==> config.mk <==
export PLATFORM = sky130hd
export DESIGN_NAME = mem_ctrl_flat
export DESIGN_NICKNAME = d
export VERILOG_FILES = /design/src/rtl/mem_ctrl_if.sv /design/src/rtl/mem_ctrl.sv /design/src/flat_wrapper.sv
export SDC_FILE = /design/constraint.sdc
export NUM_CORES = 1
export LEC_CHECK = 0
export CORE_MARGIN = 5
export CORE_UTILIZATION = 57
export CTS_BUF_LIST = sky130_fd_sc_hd__clkbuf_8
export DETAILED_ROUTE_END_ITERATION = 7
export GPL_ROUTABILITY_DRIVEN = 0
export HOLD_SLACK_MARGIN = 0.03
export PLACE_DENSITY = 0.86
export SETUP_SLACK_MARGIN = 0.4
export SYNTH_ARGS = -nofsm -noshare
export SYNTH_HDL_FRONTEND = slang
export SYNTH_SLANG_ARGS = --single-unit
==> constraint.sdc <==
create_clock -name clk -period 5.7 [get_ports clk]
set_clock_uncertainty 0.1 [all_clocks]
set_input_delay 0.57 -clock clk [delete_from_list [all_inputs] [get_ports clk]]
set_output_delay 0.57 -clock clk [all_outputs]
set_load 0.03 [all_outputs]
==> src/rtl/mem_ctrl_if.sv <==
// Request/response ports of the memory controller towards the icache and LSB,
// plus the byte-wide RAM/IO bus it drives.
interface mem_ctrl_if;
    logic        ic_ena;
    logic [31:0] ic_addr;
    logic        ic_valid;
    logic [31:0] ic_data;
    logic        lsb_ena;
    logic        lsb_wr;
    logic [1:0]  lsb_size;
    logic [31:0] lsb_addr;
    logic [31:0] lsb_wdata;
    logic        lsb_valid;
    logic [31:0] lsb_rdata;
    logic        io_buffer_full;
    logic [7:0]  mem_din;
    logic [7:0]  mem_dout;
    logic [31:0] mem_a;
    logic        mem_wr;

    modport master (
        output ic_ena, ic_addr, lsb_ena, lsb_wr, lsb_size, lsb_addr, lsb_wdata,
               io_buffer_full, mem_din,
        input  ic_valid, ic_data, lsb_valid, lsb_rdata, mem_dout, mem_a, mem_wr
    );

    modport slave (
        input  ic_ena, ic_addr, lsb_ena, lsb_wr, lsb_size, lsb_addr, lsb_wdata,
               io_buffer_full, mem_din,
        output ic_valid, ic_data, lsb_valid, lsb_rdata, mem_dout, mem_a, mem_wr
    );
endinterface

==> src/rtl/mem_ctrl.sv <==
// Serialises icache word fetches and LSB byte/half/word loads/stores onto a
// byte-wide single-port RAM bus and returns the assembled 32-bit result.
module mem_ctrl (
    input  logic      clk,
    input  logic      rst,
    input  logic      rdy,
    mem_ctrl_if.slave bus
);
    typedef enum logic [1:0] {
        IDLE  = 2'd0,
        READ  = 2'd1,
        WRITE = 2'd2,
        DONE  = 2'd3
    } state_t;

    state_t      state_r;
    logic [31:0] base_r;
    logic [31:0] wdata_r;
    logic [31:0] rd_buf_r;
    logic [2:0]  len_r;
    logic [2:0]  cnt_r;
    logic        owner_lsb_r;
    logic [7:0]  hold_r;
    logic        hold_v_r;
    logic        ic_valid_r;
    logic        lsb_valid_r;
    logic        mem_wr_r;
    logic [31:0] ic_data_r;
    logic [31:0] lsb_rdata_r;
    logic [31:0] mem_a_r;
    logic [7:0]  mem_dout_r;

    logic [2:0]  lsb_len_s;
    logic [2:0]  next_cnt_s;
    logic [31:0] next_addr_s;
    logic [1:0]  cap_idx_s;
    logic [7:0]  cap_byte_s;
    logic [31:0] merged_s;
    logic        lsb_blocked_s;

    // Byte count of an LSB request; size 3 behaves as a word.
    always_comb begin
        lsb_len_s = 3'd4;
        case (bus.lsb_size)
            2'd0:    lsb_len_s = 3'd1;
            2'd1:    lsb_len_s = 3'd2;
            default: lsb_len_s = 3'd4;
        endcase
    end

    // Next bus address and merge of the byte arriving on mem_din (cnt_r counts cycles in READ, so byte cnt_r-1 is arriving).
    always_comb begin
        lsb_blocked_s = bus.lsb_wr && (bus.lsb_addr[17:16] == 2'b11) && bus.io_buffer_full;
        next_cnt_s    = cnt_r + 3'd1;
        next_addr_s   = base_r + {29'd0, next_cnt_s};
        cap_idx_s     = cnt_r[1:0] - 2'd1;
        if (hold_v_r) begin
            cap_byte_s = hold_r;
        end else begin
            cap_byte_s = bus.mem_din;
        end
        merged_s = rd_buf_r;
        merged_s[{cap_idx_s, 3'b000} +: 8] = cap_byte_s;
    end

    // Controller FSM with all outputs registered.
    always_ff @(posedge clk) begin
        if (rst) begin
            state_r     <= IDLE;
            base_r      <= 32'd0;
            wdata_r     <= 32'd0;
            rd_buf_r    <= 32'd0;
            len_r       <= 3'd0;
            cnt_r       <= 3'd0;
            owner_lsb_r <= 1'b0;
            hold_r      <= 8'd0;
            hold_v_r    <= 1'b0;
            ic_valid_r  <= 1'b0;
            lsb_valid_r <= 1'b0;
            ic_data_r   <= 32'd0;
            lsb_rdata_r <= 32'd0;
            mem_a_r     <= 32'd0;
            mem_dout_r  <= 8'd0;
            mem_wr_r    <= 1'b0;
        end else if (!rdy) begin
            // The RAM keeps running while paused: keep the byte that was due so the next one cannot overwrite it.
            if (state_r == READ && cnt_r != 3'd0 && !hold_v_r) begin
                hold_r   <= bus.mem_din;
                hold_v_r <= 1'b1;
            end
        end else begin
            hold_v_r <= 1'b0;
            case (state_r)
                IDLE: begin
                    cnt_r    <= 3'd0;
                    rd_buf_r <= 32'd0;
                    if (bus.lsb_ena && !lsb_blocked_s) begin
                        base_r      <= bus.lsb_addr;
                        len_r       <= lsb_len_s;
                        wdata_r     <= bus.lsb_wdata;
                        owner_lsb_r <= 1'b1;
                        mem_a_r     <= bus.lsb_addr;
                        if (bus.lsb_wr) begin
                            state_r    <= WRITE;
                            mem_dout_r <= bus.lsb_wdata[7:0];
                            mem_wr_r   <= 1'b1;
                        end else begin
                            state_r    <= READ;
                            mem_dout_r <= 8'd0;
                            mem_wr_r   <= 1'b0;
                        end
                    end else if (bus.ic_ena) begin
                        base_r      <= bus.ic_addr;
                        len_r       <= 3'd4;
                        owner_lsb_r <= 1'b0;
                        mem_a_r     <= bus.ic_addr;
                        mem_dout_r  <= 8'd0;
                        mem_wr_r    <= 1'b0;
                        state_r     <= READ;
                    end else begin
                        mem_a_r    <= 32'd0;
                        mem_dout_r <= 8'd0;
                        mem_wr_r   <= 1'b0;
                        state_r    <= IDLE;
                    end
                end
                READ: begin
                    cnt_r <= next_cnt_s;
                    if (cnt_r != 3'd0) begin
                        rd_buf_r <= merged_s;
                    end
                    if (next_cnt_s < len_r) begin
                        mem_a_r <= next_addr_s;
                    end else begin
                        mem_a_r <= 32'd0;
                    end
                    if (cnt_r == len_r) begin
                        if (owner_lsb_r) begin
                            lsb_rdata_r <= merged_s;
                            lsb_valid_r <= 1'b1;
                        end else begin
                            ic_data_r  <= merged_s;
                            ic_valid_r <= 1'b1;
                        end
                        state_r <= DONE;
                    end
                end
                WRITE: begin
                    if (next_cnt_s < len_r) begin
                        cnt_r      <= next_cnt_s;
                        mem_a_r    <= next_addr_s;
                        mem_dout_r <= wdata_r[{next_cnt_s[1:0], 3'b000} +: 8];
                        mem_wr_r   <= 1'b1;
                    end else begin
                        mem_a_r     <= 32'd0;
                        mem_dout_r  <= 8'd0;
                        mem_wr_r    <= 1'b0;
                        lsb_valid_r <= 1'b1;
                        state_r     <= DONE;
                    end
                end
                DONE: begin
                    ic_valid_r  <= 1'b0;
                    lsb_valid_r <= 1'b0;
                    state_r     <= IDLE;
                end
                default: begin
                    state_r <= IDLE;
                end
            endcase
        end
    end

    assign bus.ic_valid  = ic_valid_r;
    assign bus.ic_data   = ic_data_r;
    assign bus.lsb_valid = lsb_valid_r;
    assign bus.lsb_rdata = lsb_rdata_r;
    assign bus.mem_a     = mem_a_r;
    assign bus.mem_dout  = mem_dout_r;
    // A paused write must not strobe the RAM; the same byte is re-driven on resume.
    assign bus.mem_wr    = mem_wr_r & rdy;
endmodule
==> src/flat_wrapper.sv <==
// flat-port wrapper written by rule: the top's interface ports become plain ports
module mem_ctrl_flat 
  (clk, rst, rdy, bus_ic_ena, bus_ic_addr, bus_lsb_ena, bus_lsb_wr, bus_lsb_size, bus_lsb_addr, bus_lsb_wdata, bus_io_buffer_full, bus_mem_din, bus_ic_valid, bus_ic_data, bus_lsb_valid, bus_lsb_rdata, bus_mem_dout, bus_mem_a, bus_mem_wr);
  mem_ctrl_if bus_i ();
  input  logic clk;
  input  logic rst;
  input  logic rdy;
  input wire logic [$bits(bus_i.ic_ena)-1:0] bus_ic_ena;
  input wire logic [$bits(bus_i.ic_addr)-1:0] bus_ic_addr;
  input wire logic [$bits(bus_i.lsb_ena)-1:0] bus_lsb_ena;
  input wire logic [$bits(bus_i.lsb_wr)-1:0] bus_lsb_wr;
  input wire logic [$bits(bus_i.lsb_size)-1:0] bus_lsb_size;
  input wire logic [$bits(bus_i.lsb_addr)-1:0] bus_lsb_addr;
  input wire logic [$bits(bus_i.lsb_wdata)-1:0] bus_lsb_wdata;
  input wire logic [$bits(bus_i.io_buffer_full)-1:0] bus_io_buffer_full;
  input wire logic [$bits(bus_i.mem_din)-1:0] bus_mem_din;
  output wire logic [$bits(bus_i.ic_valid)-1:0] bus_ic_valid;
  output wire logic [$bits(bus_i.ic_data)-1:0] bus_ic_data;
  output wire logic [$bits(bus_i.lsb_valid)-1:0] bus_lsb_valid;
  output wire logic [$bits(bus_i.lsb_rdata)-1:0] bus_lsb_rdata;
  output wire logic [$bits(bus_i.mem_dout)-1:0] bus_mem_dout;
  output wire logic [$bits(bus_i.mem_a)-1:0] bus_mem_a;
  output wire logic [$bits(bus_i.mem_wr)-1:0] bus_mem_wr;
  assign bus_i.ic_ena = bus_ic_ena;
  assign bus_i.ic_addr = bus_ic_addr;
  assign bus_i.lsb_ena = bus_lsb_ena;
  assign bus_i.lsb_wr = bus_lsb_wr;
  assign bus_i.lsb_size = bus_lsb_size;
  assign bus_i.lsb_addr = bus_lsb_addr;
  assign bus_i.lsb_wdata = bus_lsb_wdata;
  assign bus_i.io_buffer_full = bus_io_buffer_full;
  assign bus_i.mem_din = bus_mem_din;
  assign bus_ic_valid = bus_i.ic_valid;
  assign bus_ic_data = bus_i.ic_data;
  assign bus_lsb_valid = bus_i.lsb_valid;
  assign bus_lsb_rdata = bus_i.lsb_rdata;
  assign bus_mem_dout = bus_i.mem_dout;
  assign bus_mem_a = bus_i.mem_a;
  assign bus_mem_wr = bus_i.mem_wr;
  mem_ctrl u_core (.clk(clk), .rst(rst), .rdy(rdy), .bus(bus_i));
endmodule
==> results.cfg <==
[power]
p_per_area_nw_per_um2 = 289.7
ir_drop_mv = 0.1845
leakagePower_nw = 4.746

[setup_path]
worstPathCellList = inv_1, ha_1, ha_1, nand3b_1, nand3_1, or4_1, a31oi_1
critPathSlowestCell = ha_1
critPathTopFamily = simple AND/OR/NAND/NOR gates
crit_path_max_incr_delay_ps = 870
cp_common_cell = ha_1
worstPathArrival_ps = 4410
path_buf_inv = 1
critical_path_class = register to register
crit_required_ps = 6050
critPathCaptureType = register
crit_fanout = 18
startpoint_type = register

[synthesis]
synth_top_area_cell = dfxtp_1
synth_cell_types = 71
synth_area_per_cell_sq_um = 8.399
synth-seq-area-share_pct = 42.90
synth_seq_cells = 221
synth-edff-count = 0
yosys_warnings = 0
ys.flop_type = dfxtp_1
syn_nets = 1358
synth_area_leaders = dfxtp_1, nor2_1, nand2_1, a211oi_1, a21oi_1
synth_top_area_share_pct = 42.90
syn_inst = 1228
synth_top_cells_by_count = dfxtp_1, nor2_1, nand2_1
syn-cell-area_sq_um = 10310
async_reset_ff_share_pct = 0
yosysMostFrequentCell = dfxtp_1

[clock_tree]
cts_setup_buffers = 0
clock_latency_ps = 530
numCtsBuffers = 36
cts-root-buf = clkbuf_8
clk_pin_slew_worst_paths_ps = 60
cts_buffer_depth = 3
cts.sinks = 221
post_cts_resized = 0
cts_tree = done
cts-htree-levels = 2
cts_hold_buf = 0

[floorplan]
std_cell_rows = 49
die_x_microns = 144.5
die_h_microns = 144.5
core_sq_um = 17900
design.portCount = 220
dieArea_sq_um = 20880
initial_core_util_pct = 57.61

[global_route]
grt_pass1_wl_microns = 47350
track_usage_pct = 27.75
met1_usage_pct = 35.04
grt_max_degree = 98
grt_pass1_vias = 9539
globalRouteMet2Util_pct = 46.65
grt_remaining_overflow = 0
antenna_found_initial = 0
busiest_layer = met2
grt_util_met3_pct = 5.060

[finish]
areaGrowthSynthToFinish_pct = 27.92
drive_gt1_share_pct = 7.022
final_area_sq_um = 13190
num-fill-cells = 1376
multiInputGateArea_sq_um = 5469
nets = 1531
antenna_cells = 0
fin_cells = 1653
seqCellArea_sq_um = 4424

[routing]
drc_errors = 0
drtAntennaViolNets = 0
dr.pass1.iters = 5
vias_per_cell = 6.142
initialDrtViolationCount = 736
post_drt_wl_per_cell_microns = 18.20
num_vias = 10150
wirelength_microns = 30080

[placement]
detailedPlace.worstSlack_ps = 1623
hpwl_microns = 20800
dp.cells = 1592
postPlaceCellArea_sq_um = 12550
portBuffers = 219

[sta]
period_share_pct = 71.15
final-setup-viol-count = 0
finalHoldViolCount = 0
fin_crit_ps = 4055
finalSetupTns_ps = 0
rsz0062_at_grt = no
report.final.slew_viol_count = 0
worst_pin_slew_ps = 1263
layout_setup_ws_ps = 1645
fmax_mhz = 246.6
maxSlewHeadroom_pct = 15.71
fin_worst_hold_slack_ps = 350.9

[status]
status = completed

[worst_hold_path]
min_path_type = register to register

[job]
maxCapViolations = 0
[metal layers]
layer	vias up	wire length, microns
li1	4835	-
met1	4781	12270
met2	459	14450
met3	77	2333
met4	0	1032
met5	-	0
[through the flow]
stage | utilization, % | power [W]
floorplan | - | 0.002256
global placement | 70.10 | 0.002567
detailed placement | 70.10 | 0.002586
CTS | 73.69 | 0.003831
global route | 73.69 | 0.003991
finish | 73.69 | 0.003822
[cell usage in the layout, fill, tap and decap left out, types with 33 or more instances in the layout]
cell / count
a211oi_1: 68
dfxtp_1: 221
o21ai_0: 49
a2bb2oi_1: 40
a21oi_1: 95
a311oi_1: 33
clkdlybuf4s50_1: 218
nor2_1: 176
nand2_1: 153
clkbuf_8: 40
[cells by family after synthesis]
kind of cell               after synthesis  synth area share, %
buffers and inverters                  118                4.416
muxes                                   25                3.397
adders and majority gates               17                2.135
AOI/OAI and AO/OA                      397                27.17
DFF                                    221                42.90
and+or+nand+nor                        435                18.71
xor gates and xnor gates                15                1.274
[power by group]
group	switching (W)	internal, W	leakage [nW]
clock	0.000612	0.000642	0.382
combinational	0.000500	0.000334	2.56
sequential	0.0000917	0.00164	1.80
[path summary, 6_finish.rpt]
kind,startpoint,to,slack [ps],depth (start not counted)
setup / recovery,u_core.cnt_r[0]$_SDFFE_PP0P_,u_core.bus.mem_a[30]$_SDFFE_PP0P_,1640,7
hold / removal,u_core.wdata_r[7]$_SDFFE_PP0P_,u_core.wdata_r[7]$_SDFFE_PP0P_,350,2
setup reg to reg,u_core.cnt_r[0]$_SDFFE_PP0P_,u_core.bus.mem_a[30]$_SDFFE_PP0P_,1640,7
hold reg to reg,u_core.wdata_r[7]$_SDFFE_PP0P_,u_core.wdata_r[7]$_SDFFE_PP0P_,350,2
[worst register-to-register path: stages, from the launching register on]
cell,delay (ps)
dfxtp_1,760
inv_1,270
ha_1,870
ha_1,360
nand3b_1,150
nand3_1,600
or4_1,720
a31oi_1,160
[layout make-up]
class	instances	share of cell area [%]
inverter	21	0.5975
multi-input combinational	889	41.45
clock buffer	40	4.173
sequential	221	33.54
tap	229	2.172
timing repair buffer	232	17.37
clock inverter	21	0.7018
[state kept, by name, indices dropped and copies added (netlist names), 2 cells and up]
signal	flops
u_core.base_r	32
u_core.bus.ic_data	32
u_core.bus.lsb_rdata	32
u_core.bus.mem_a	32
u_core.bus.mem_dout	8
u_core.cnt_r	3
u_core.hold_r	8
u_core.len_r	3
u_core.rd_buf_r	32
u_core.state_r	2
u_core.wdata_r	32
Note: power is estimated with default switching activity, not from simulation.
